### config.mk
export PLATFORM = sky130hd
export DESIGN_NAME = i2s_sample_packer
export DESIGN_NICKNAME = d
export VERILOG_FILES = /design/src/rtl/i2s_sample_packer.sv
export SDC_FILE = /design/constraint.sdc
export NUM_CORES = 1
export LEC_CHECK = 0
export CAP_MARGIN = 20
export CORE_MARGIN = 8
export CORE_UTILIZATION = 44
export CTS_CLUSTER_SIZE = 30
export DETAILED_ROUTE_END_ITERATION = 12
export GPL_ROUTABILITY_DRIVEN = 0
export PLACE_DENSITY = 0.8
export SLEW_MARGIN = 20
export SYNTH_ARGS = -nofsm -noshare
export SYNTH_HDL_FRONTEND = slang
export SYNTH_SLANG_ARGS = --single-unit
### constraint.sdc
create_clock -name clk -period 2.4 [get_ports clk]
set_clock_uncertainty 0.15 [all_clocks]
set_input_delay 0.24 -clock clk [delete_from_list [all_inputs] [get_ports clk]]
set_output_delay 0.24 -clock clk [all_outputs]
set_load 0.02 [all_outputs]
### src/rtl/i2s_sample_packer.sv
// i2s_sample_packer
//   Pops right-aligned samples from the I2S receive FIFO and packs 1, 2 or 4
//   of them little-endian by lane into 32-bit words. The packed words go out on
//   a valid/ready stream. out_last marks the end of each block and also marks
//   flush words. A flush forces out a zero-padded partial word.
//
// Ports
//   clk, rst_n           clock, asynchronous active-low reset
//   en                   enable; low discards the partial accumulator state
//   pack_mode[1:0]       00/11: 1x32b, 01: 2x16b, 10: 4x8b per word
//   blk_words[BLK_W-1:0] words per block (0 = no block marking)
//   flush                one-cycle request to emit a partial word
//   fifo_empty           FIFO empty flag
//   fifo_rdata[31:0]     FIFO head data (show-ahead)
//   fifo_rd              combinational pop strobe
//   out_data[31:0]       packed word
//   out_valid/out_ready  output handshake
//   out_last             last word of a block, or a flush word
//   busy                 partial lane data, a full accumulator or an output word pending
module i2s_sample_packer #(
  parameter int BLK_W = 8
) (
  input  logic             clk,
  input  logic             rst_n,
  input  logic             en,
  input  logic [1:0]       pack_mode,
  input  logic [BLK_W-1:0] blk_words,
  input  logic             flush,
  input  logic             fifo_empty,
  input  logic [31:0]      fifo_rdata,
  output logic             fifo_rd,
  output logic [31:0]      out_data,
  output logic             out_valid,
  input  logic             out_ready,
  output logic             out_last,
  output logic             busy
);

  typedef enum logic [1:0] {
    MODE_32  = 2'b00,
    MODE_16  = 2'b01,
    MODE_8   = 2'b10,
    MODE_RSV = 2'b11
  } mode_e;

  mode_e mode;
  assign mode = mode_e'(pack_mode);

  logic [31:0]      acc_q, acc_d;
  logic [1:0]       lane_q, lane_d;
  logic             acc_full_q, acc_full_d;
  logic             pad_last_q, pad_last_d;
  logic             flush_pend_q, flush_pend_d;
  logic [31:0]      out_data_q, out_data_d;
  logic             out_valid_q, out_valid_d;
  logic             out_last_q, out_last_d;
  logic [BLK_W-1:0] wcnt_q, wcnt_d;

  logic             xfer;
  logic             hshake;
  logic             lane_last;
  logic             blk_hit;
  logic [31:0]      acc_wr;

  assign xfer    = acc_full_q & (~out_valid_q | out_ready);
  assign hshake  = out_valid_q & out_ready;
  assign fifo_rd = en & ~fifo_empty & (~acc_full_q | xfer) & ~flush_pend_q;

  assign out_data  = out_data_q;
  assign out_valid = out_valid_q;
  assign out_last  = out_last_q;
  assign busy      = (lane_q != 2'd0) | acc_full_q | out_valid_q;

  // Lane geometry and the accumulator value after writing the popped sample.
  // A transfer in the same cycle clears the accumulator underneath the write.
  always_comb begin
    lane_last = 1'b1;
    acc_wr    = xfer ? '0 : acc_q;
    case (mode)
      MODE_16: begin
        lane_last = (lane_q == 2'd1);
        acc_wr[{lane_q[0], 4'b0000} +: 16] = fifo_rdata[15:0];
      end
      MODE_8: begin
        lane_last = (lane_q == 2'd3);
        acc_wr[{lane_q, 3'b000} +: 8] = fifo_rdata[7:0];
      end
      default: begin
        lane_last = 1'b1;
        acc_wr    = fifo_rdata;
      end
    endcase
  end

  always_comb begin
    acc_d        = acc_q;
    lane_d       = lane_q;
    acc_full_d   = acc_full_q;
    pad_last_d   = pad_last_q;
    flush_pend_d = flush_pend_q;
    out_data_d   = out_data_q;
    out_valid_d  = out_valid_q;
    out_last_d   = out_last_q;
    wcnt_d       = wcnt_q;

    // Completed word: a block-final or flush word restarts the count.
    if (hshake) begin
      if (out_last_q) begin
        wcnt_d = '0;
      end else begin
        wcnt_d = wcnt_q + 1'b1;
      end
    end

    // The word being loaded takes the index the counter holds after this
    // cycle's completion, so back-to-back words are marked correctly.
    blk_hit = (blk_words != '0) && (wcnt_d == blk_words - 1'b1);

    if (xfer) begin
      out_data_d  = acc_q;
      out_valid_d = 1'b1;
      out_last_d  = pad_last_q | blk_hit;
      acc_full_d  = 1'b0;
      acc_d       = '0;
      pad_last_d  = 1'b0;
    end else if (hshake) begin
      out_valid_d = 1'b0;
    end

    if (fifo_rd) begin
      acc_d = acc_wr;
      if (lane_last) begin
        lane_d     = '0;
        acc_full_d = 1'b1;
      end else begin
        lane_d = lane_q + 2'd1;
      end
    end

    if (flush_pend_q && !acc_full_q) begin
      flush_pend_d = 1'b0;
      if (lane_q != 2'd0) begin
        acc_full_d = 1'b1;
        pad_last_d = 1'b1;
        lane_d     = '0;
      end
    end

    if (flush) begin
      flush_pend_d = 1'b1;
    end

    if (!en) begin
      acc_d        = '0;
      lane_d       = '0;
      acc_full_d   = 1'b0;
      pad_last_d   = 1'b0;
      flush_pend_d = 1'b0;
    end
  end

  always_ff @(posedge clk or negedge rst_n) begin
    if (!rst_n) begin
      acc_q        <= '0;
      lane_q       <= '0;
      acc_full_q   <= 1'b0;
      pad_last_q   <= 1'b0;
      flush_pend_q <= 1'b0;
      out_data_q   <= '0;
      out_valid_q  <= 1'b0;
      out_last_q   <= 1'b0;
      wcnt_q       <= '0;
    end else begin
      acc_q        <= acc_d;
      lane_q       <= lane_d;
      acc_full_q   <= acc_full_d;
      pad_last_q   <= pad_last_d;
      flush_pend_q <= flush_pend_d;
      out_data_q   <= out_data_d;
      out_valid_q  <= out_valid_d;
      out_last_q   <= out_last_d;
      wcnt_q       <= wcnt_d;
    end
  end

endmodule

Word-level counts from Yosys, hierarchy flattened
Index checks and enable logic that the tools add are counted.
{"block": "totals", "reg_bits": 79, "input_bits": 48, "out_inout_bits": 36, "wordCells": 73}
{"block": "classes", "addsub": 5, "eq_ne": 6, "shift": 4, "n_mux": 29, "bitwise": 14, "n_reduce_logical": 6}
{"op": "32-bit two-way mux", "n": 3}
{"op": "32-bit bitwise mux", "n": 2}
{"op": "32-bit case mux with 2 select lines", "n": 1}
{"op": "16-bit by 7-bit variable shift with 32-bit output, first input constant", "n": 1}
{"op": "8-bit by 7-bit variable shift with 32-bit output, first input constant", "n": 1}
{"op": "16-bit by 7-bit variable part select with 32-bit output", "n": 1}
{"op": "8-bit by 7-bit variable part select with 32-bit output", "n": 1}
{"op": "8-bit two-way mux", "n": 2}
{"op": "1-bit two-way mux", "n": 15}
{"op": "5-bit negation with 7-bit output", "n": 2}
{"op": "2-bit two-way mux", "n": 5}
{"op": "8-bit by 1-bit adder with 8-bit output, second input constant", "n": 1}
{"op": "8-bit == test", "n": 1}
{"op": "8-bit nonzero test", "n": 1}
{"op": "8-bit by 1-bit subtractor with 8-bit output, second input constant", "n": 1}
{"op": "1-bit bitwise AND", "n": 5}
{"op": "1-bit OR", "n": 5}
{"op": "2-bit by 1-bit == test with 1-bit output, second input constant", "n": 2}
{"op": "2-bit == test, second input constant", "n": 2}
{"op": "1-bit NOT", "n": 4}
{"op": "2-bit nonzero test", "n": 2}
{"op": "3-bit by 1-bit inequality test with 1-bit output, second input constant", "n": 1}
{"op": "2-bit by 1-bit adder with 2-bit output, second input constant", "n": 1}
{"op": "1-bit logical AND", "n": 2}
{"op": "2 further kinds", "n": 2}

Logic depth before layout (Yosys ltp)
Gate-level depths: netlist (run 1).
{"block": "depth", "depth_word": 10, "ltp_mapped": 9, "depth_no_buf": 8}

Least setup slack after synthesis (run 1)
OpenSTA, ideal clock, no wires.
{"block": "synth_timing", "path_kind": "register to register", "from": "reg lane_q[0]", "to": "reg acc_q[22]", "setup_time_ps": 67, "t_arrival_ps": 2230, "t_required_ps": 2183, "setup_slack_ps": -47, "stages_incl_launch_ff": 10, "n_path_buf": 1, "period_less_slack_ps": 2447, "cell_sequence": "dfrtp_1 > inv_2 > buf_1 > ha_1 > inv_1 > nor4b_4 > a22o_1 > a22oi_1 > o21ai_0 > a22o_1"}
{"block": "synth_via", "elab_chain_cells": 6, "word_cells_on_any_way": 11, "classes_between": "add/sub (2); shift (4); mux (5)"}
{"item": "start, declared", "line": "50", "source": "logic [1:0] lane_q, lane_d;"}
{"item": "start signal, assigned", "line": "175", "source": "lane_q <= lane_d;"}
{"item": "5-bit negation with 7-bit output (on tied branches)", "line": "82, 86"}
{"item": "16-bit by 7-bit variable part select with 32-bit output, or another cell as far along", "line": "82", "source": "acc_wr[{lane_q[0], 4'b0000} +: 16] = fifo_rdata[15:0];"}
{"item": "32-bit bitwise mux (on tied branches)", "line": "82, 86"}
{"item": "32-bit case mux with 2 select lines *", "line": "79", "source": "case (mode)"}
{"item": "32-bit two-way mux *", "line": "130", "source": "if (fifo_rd) begin"}
{"item": "32-bit two-way mux *", "line": "153", "source": "if (!en) begin"}
{"item": "via acc_d[22]", "line": "49", "source": "logic [31:0] acc_q, acc_d;"}
{"item": "end signal, assigned", "line": "164", "source": "acc_q <= '0;"}
{"item": "end signal, assigned", "line": "174", "source": "acc_q <= acc_d;"}
{"item": "end, declared", "line": "49"}
The timed path passes the listed nets; every way through them passes the cells marked *.
A chain may end at the register's enable or synchronous reset.

Worst setup path in the final report (run 1)
{"block": "layout_timing", "from": "reg lane_q[0]", "to": "reg acc_q[17]"}
The elaborated chain is that of the path after synthesis.

==> impl_metrics.json, run 1 <==
{
  "fin_crit_sh": 0.970,
  "root_buffer": "clkbuf_8",
  "synthFlopType": "dfrtp_1",
  "synth_area_per_cell_um2": 10.7,
  "placed_area_um2": 5440,
  "synth_cell_types": 56,
  "cp-end-kind": "flop",
  "cpPeakStageDelay_ns": 0.41,
  "final-setup-viol-count": 0,
  "path_buf_inv": 3,
  "ant_nets": 0,
  "antenna_found_initial": 0,
  "async_flop_share": 1.00,
  "setup.worst_path.class": "flop to flop",
  "grt_max_degree": 69,
  "ff2ff_path_depth": 9,
  "dp_hpwl_um": 9030,
  "htreeDepth": 3,
  "maxSlewViolCount": 0,
  "clock_latency_ns": 0.36,
  "synth_warnings": 0,
  "cp-start-kind": "flop",
  "portBuffers": 83,
  "track_usage": 0.186,
  "synth_fp_nets": 471,
  "path_clk_slew_ns": 0.09,
  "drc_errors": 0,
  "core_area_um2": 9770,
  "worstPathMaxFanout": 10,
  "dp.cells": 624,
  "drt_iter0_drc": 291,
  "hold_slack_ns": 0.315,
  "wl_per_cell_um": 19.0,
  "hold_depth": 3,
  "viasPerCell": 5.83,
  "final_nets": 561,
  "cp_cell_sequence": "inv_2 > ha_1 > inv_1 > nor4b_4 > buf_4 > a22o_1 > a22oi_1 > o21ai_1 > a22o_1",
  "period_minus_slack_ns": 2.33,
  "grt_pass1_wl_um": 19800,
  "vias": 3742,
  "syn2layout_area_growth_pct": 28.3,
  "synth_common_cells": "dfrtp_1 (79), mux2_2 (34), a22o_1 (32), a22oi_1 (32), nand2_1 (28)",
  "first_pass_iters": 5,
  "layout_setup_ws_ns": 0.0714,
  "die_x_um": 116,
  "worst_slew_pin_slew_ns": 0.861,
  "required_ns": 2.50,
  "cap_violations": 0,
  "min_path_type": "input port to flop",
  "clockBufferDepth": 2,
  "report.final.hold_viol_count": 0,
  "timing.slew.headroom": 0.426,
  "final.fill_count": 844,
  "final_layout_size_suffix_gt1_frac": 0.206,
  "synth-seq-cells": 79,
  "finalSetupTns_ns": 0,
  "cts_num_sinks": 79,
  "row_count": 36,
  "netlist_area_um2": 4420,
  "cpMostUsedCell": "a22o_1",
  "vdd_drop_max_uv": 353,
  "synthTopCellsByArea": "dfrtp_1 (45%), mux2_2 (8.7%), a22o_1 (6.3%), a22oi_1 (5.4%), a31o_2 (3.2%)",
  "ys_seq_area_frac": 0.448,
  "rsz0062_at_grt": "no",
  "cts_tree": "built",
  "cellPowerDensity_nw_per_um2": 629,
  "critPathTopFamily": "compound AO/OA/AOI/OAI gates",
  "yosys.area.top_type_share": 0.448,
  "synth_edf_count": 0,
  "ioPinCount": 84,
  "synth_top_cell_by_area": "dfrtp_1",
  "critPathArrivalTime_ns": 2.43,
  "syn_inst": 414,
  "finalInstanceArea_um2": 5670,
  "grt_overflow_total": 0,
  "critPathSlowestCell": "dfrtp_2",
  "initial_core_util": 0.452,
  "dieHeight_um": 116,
  "yosysMostFrequentCell": "dfrtp_1",
  "antenna_cells": 0,
  "wl_um": 12200,
  "dp_slack_ns": 0.0572,
  "timing.fmax_ghz": 0.429,
  "stdcell_count": 642,
  "grt_pass1_vias": 3821,
  "outcome": "completed",
  "cp_num_cells": 9,
  "p_leak_uw": 0.00245,
  "numCtsBuffers": 9,
  "die_area_um2": 13500
}
==> layout by cell type (no fill, tap or decap), types with 5 or more instances in the layout <==
master / n
o21ai_0: 10
clkdlybuf4s50_1: 81
xnor2_1: 9
xor2_1: 5
nand2_1: 28
a21oi_1: 8
and2_1: 18
mux2_2: 34
o2bb2ai_1: 8
inv_1: 11
nor2b_1: 11
buf_4: 22
clkbuf_8: 9
ha_1: 9
nand3_1: 8
nand2b_1: 5
nor2_1: 8
a31o_2: 16
dfrtp_1: 77
a22oi_1: 32
o21ai_1: 10
a22o_1: 32
==> worst register-to-register path, delay by kind of cell (launching register included) <==
family          cells  cell delay, ns
compound gates      4            0.76
buf+inv             3            0.54
flops               1            0.41
fa+ha+maj           1            0.31
simple gates        1            0.06
==> registers in the layout, summed over array words and instances (netlist names) <==
| register | flops |
|---|---|
| pad_last_q | 1 |
| out_valid | 1 |
| out_data | 32 |
| acc_q | 32 |
| out_last | 1 |
| lane_q | 2 |
| acc_full_q | 1 |
| flush_pend_q | 1 |
| wcnt_q | 8 |
==> per-layer routing <==
layer | routed length (µm) | part of all wire | track usage | up-vias
met5 | 0 | 0 | 0 | -
met4 | 316 | 0.026 | 0.0821 | 0
met3 | 846 | 0.069 | 0.0393 | 28
met2 | 5920 | 0.49 | 0.303 | 166
met1 | 5120 | 0.42 | 0.234 | 1827
li1 | - | - | - | 1721
==> repair_timing <==
item	in CTS	in global routing
hold buffers	1	0
endpoints found under the hold margin	67	0
pin swaps	0	1
setup buffers	0	1
endpoints found under the setup margin	2	8
resized for setup	2	0
==> logic make-up (layout without fill, tap and decap cells) <==
kind of cell,count (synthesis),after routing,share of synthesized area
adder cells (fa/ha/maj),9,9,0.0255
AO/OA/AOI/OAI,133,133,0.229
buffers and inverters,39,134,0.0391
AND/OR/NAND/NOR,105,105,0.142
multiplexers,35,35,0.0890
XOR/XNOR,14,14,0.0278
flip-flops,79,79,0.448
==> final timing paths <==
| path | from | to | slack, ns |
|---|---|---|---|
| max in group asynchronous | rst_n | out_data[12] | 1.00 |
| setup reg to reg | lane_q[0] | acc_q[17] | 0.07 |
| setup / recovery | lane_q[0] | acc_q[17] | 0.07 |
| hold / removal | flush | flush_pend_q | 0.32 |
| hold reg to reg | acc_q[12] | acc_q[12] | 0.36 |
| min in group asynchronous | rst_n | acc_q[21] | 0.38 |
==> cell type report <==
class	count	area [µm²]	area share
Multi-Input combinational cell	296	2270	0.400
Sequential cell	79	1980	0.349
Timing Repair Buffer	105	995	0.176
Tap cell	133	166	0.0294
Clock buffer	9	124	0.0219
Clock inverter	7	85.1	0.0150
Inverter	13	48.8	0.00861
==> through the flow <==
step | total power (µW) | util
after floorplan | 2120 | -
after global placement | 2500 | 0.556
after detailed placement | 2540 | 0.556
after CTS | 3590 | 0.579
after global routing | 3750 | 0.580
final | 3570 | 0.580
==> power breakdown <==
part | leakage [µW] | switching [µW] | internal [µW]
combinational | 0.00128 | 470 | 448
clock | 0.000107 | 549 | 504
sequential | 0.00106 | 133 | 1460
total | 0.00245 | 1150 | 2410
Note: power is estimated with default switching activity, not from simulation.
==> run 2: changes to the inputs <==
--- a/config.mk
+++ b/config.mk
@@ -11,6 +11,7 @@
 export CTS_CLUSTER_SIZE = 30
 export DETAILED_ROUTE_END_ITERATION = 12
 export GPL_ROUTABILITY_DRIVEN = 0
+export GPL_TIMING_DRIVEN = 0
 export PLACE_DENSITY = 0.8
 export SLEW_MARGIN = 20
 export SYNTH_ARGS = -nofsm -noshare
==> run 2 against run 1 <==
Net effect:
- setup slack worse by 0.043 ns
- global-route usage increased by 0.43 points
- die area did not move
- wire length grew 3.8%
- sequential share of layout area barely moved
- largest cell class unchanged
- non-clock buffer count increased by 8
- critical path depth is 1 higher
- sequential power about the same
- count of clock-buffer cells in the layout rose by 2
- hold slack lost 0.13 ns
- first-iteration DRC count unchanged
- core utilization is essentially flat
==> impl_metrics.json, run 2 (synthesis gave the netlist of run 1 again) <==
{
  "report.final.hold_viol_count": 0,
  "critPathLaunch": "lane_q[0]",
  "drc_errors": 0,
  "layout_common_cells": "clkdlybuf4s50_1 (79), dfrtp_1 (78), mux2_2 (34)",
  "path_clk_slew_ns": 0.08,
  "min_path_type": "input port to flop",
  "htreeDepth": 3,
  "cellPowerDensity_nw_per_um2": 605,
  "final_nets": 569,
  "timing.fmax_ghz": 0.422,
  "vias": 3798,
  "cp_cell_sequence": "inv_6 > buf_8 > ha_2 > inv_4 > nor4b_4 > buf_4 > a22o_1 > a22oi_1 > o21ai_0 > a22o_1",
  "die_x_um": 116,
  "cpPeakStageDelay_ns": 0.45,
  "timing.slew.headroom": 0.629,
  "final-setup-viol-count": 0,
  "cpMostUsedCell": "a22o_1",
  "numCtsBuffers": 9,
  "grt_max_degree": 43,
  "final.fill_count": 851,
  "clock_latency_ns": 0.37,
  "p_leak_uw": 0.00245,
  "viasPerCell": 5.84,
  "cts_num_sinks": 79,
  "worstReg2RegStart": "lane_q[0]",
  "period_minus_slack_ns": 2.37,
  "ant_nets": 0,
  "first_pass_iters": 5,
  "root_buffer": "clkbuf_8",
  "final_common_cell": "clkdlybuf4s50_1",
  "cap_violations": 0,
  "holdCritStartpoint": "out_ready",
  "syn2layout_area_growth_pct": 28.4,
  "critPathSlowestCell": "dfrtp_2",
  "portBuffers": 82,
  "grt_overflow_total": 0,
  "worstPathMaxFanout": 12,
  "finalSetupTns_ns": 0,
  "worst_slew_pin_slew_ns": 0.557,
  "hold_slack_ns": 0.185,
  "utilization": 0.580,
  "antenna_found_initial": 0,
  "critPathArrivalTime_ns": 2.47,
  "vdd_drop_max_uv": 357,
  "final_layout_size_suffix_gt1_frac": 0.209,
  "dieHeight_um": 116,
  "required_ns": 2.50,
  "maxSlewViolCount": 0,
  "layout_setup_ws_ns": 0.0283,
  "wl_per_cell_um": 19.5,
  "grt_pass1_wl_um": 20200,
  "grt_pass1_vias": 3907,
  "cp-start-kind": "flop",
  "rsz0062_at_grt": "yes",
  "core_area_um2": 9770,
  "clockBufferDepth": 2,
  "initial_core_util": 0.452,
  "cp-end-kind": "flop",
  "wl_um": 12700,
  "row_count": 36,
  "ioPinCount": 84,
  "die_area_um2": 13500,
  "dp_hpwl_um": 9280,
  "setup.worst_path.class": "flop to flop",
  "cts_tree": "built",
  "critPathTopFamily": "compound AO/OA/AOI/OAI gates",
  "r2r_setup_slack_ns": 0.03,
  "dp_slack_ns": -0.544,
  "track_usage": 0.191,
  "outcome": "completed",
  "antenna_cells": 0,
  "fin_crit_sh": 0.988,
  "drt_iter0_drc": 291,
  "path_buf_inv": 4
}
-- run 2: cell type report --
cell class / instances / area, µm² / area share
plain buffers: 26 / 136 / 0.0241
well taps: 133 / 166 / 0.0294
clock buffers: 11 / 141 / 0.0249
flip-flops and latches: 79 / 1980 / 0.349
multi-input cells: 296 / 2290 / 0.405
clock inverters: 5 / 33.8 / 0.00596
repair buffers: 87 / 861 / 0.152
inverters: 13 / 57.6 / 0.0102
-- run 2: final timing paths --
check	end	depth (start not counted)
worst max-delay path	acc_q[23]	10
worst min-delay path	out_valid	3
worst max register to register	acc_q[23]	10
worst min register to register	acc_q[8]	1
max in group asynchronous	out_data[7]	3
min in group asynchronous	out_data[22]	2
-- run 2: what timing repair did --
action / 4_1_cts / 5_1_grt
endpoints found under the hold margin: 41 / 0
pin swaps: 1 / 1
buffers inserted: 2 / 1
setup endpoints to repair: 34 / 28
resized for setup: 10 / 12
hold buffers: 1 / 0
-- run 2: power by group --
part	switching, µW	internal, µW	leakage (µW)	total [µW]
registers	119	1460	0.00106	1580
logic	494	447	0.00130	941
clock network	508	402	0.0000853	910
total	1120	2310	0.00245	3430
-- run 2: metrics by stage --
step                cells  total power, µW  area, µm²
finish                650             3430       5670
global route          650             3590       5670
floorplan             414             2120       4420
detailed placement    630             2530       5420
global placement      629             2500       5410
CTS                   649             3440       5630
-- run 2: metal layers --
metal  wire length, µm  share of wire  global-route usage
met5                 0              0                   0
met1              5270           0.42               0.236
met3              1010          0.080              0.0564
met4               320          0.025              0.0691
met2              6060           0.48               0.309
-- run 2: worst min-delay path, delay by kind of cell --
family	cells	cell delay (ns)
buffers and inverters	1	0.15
AND/OR/NAND/NOR	2	0.26
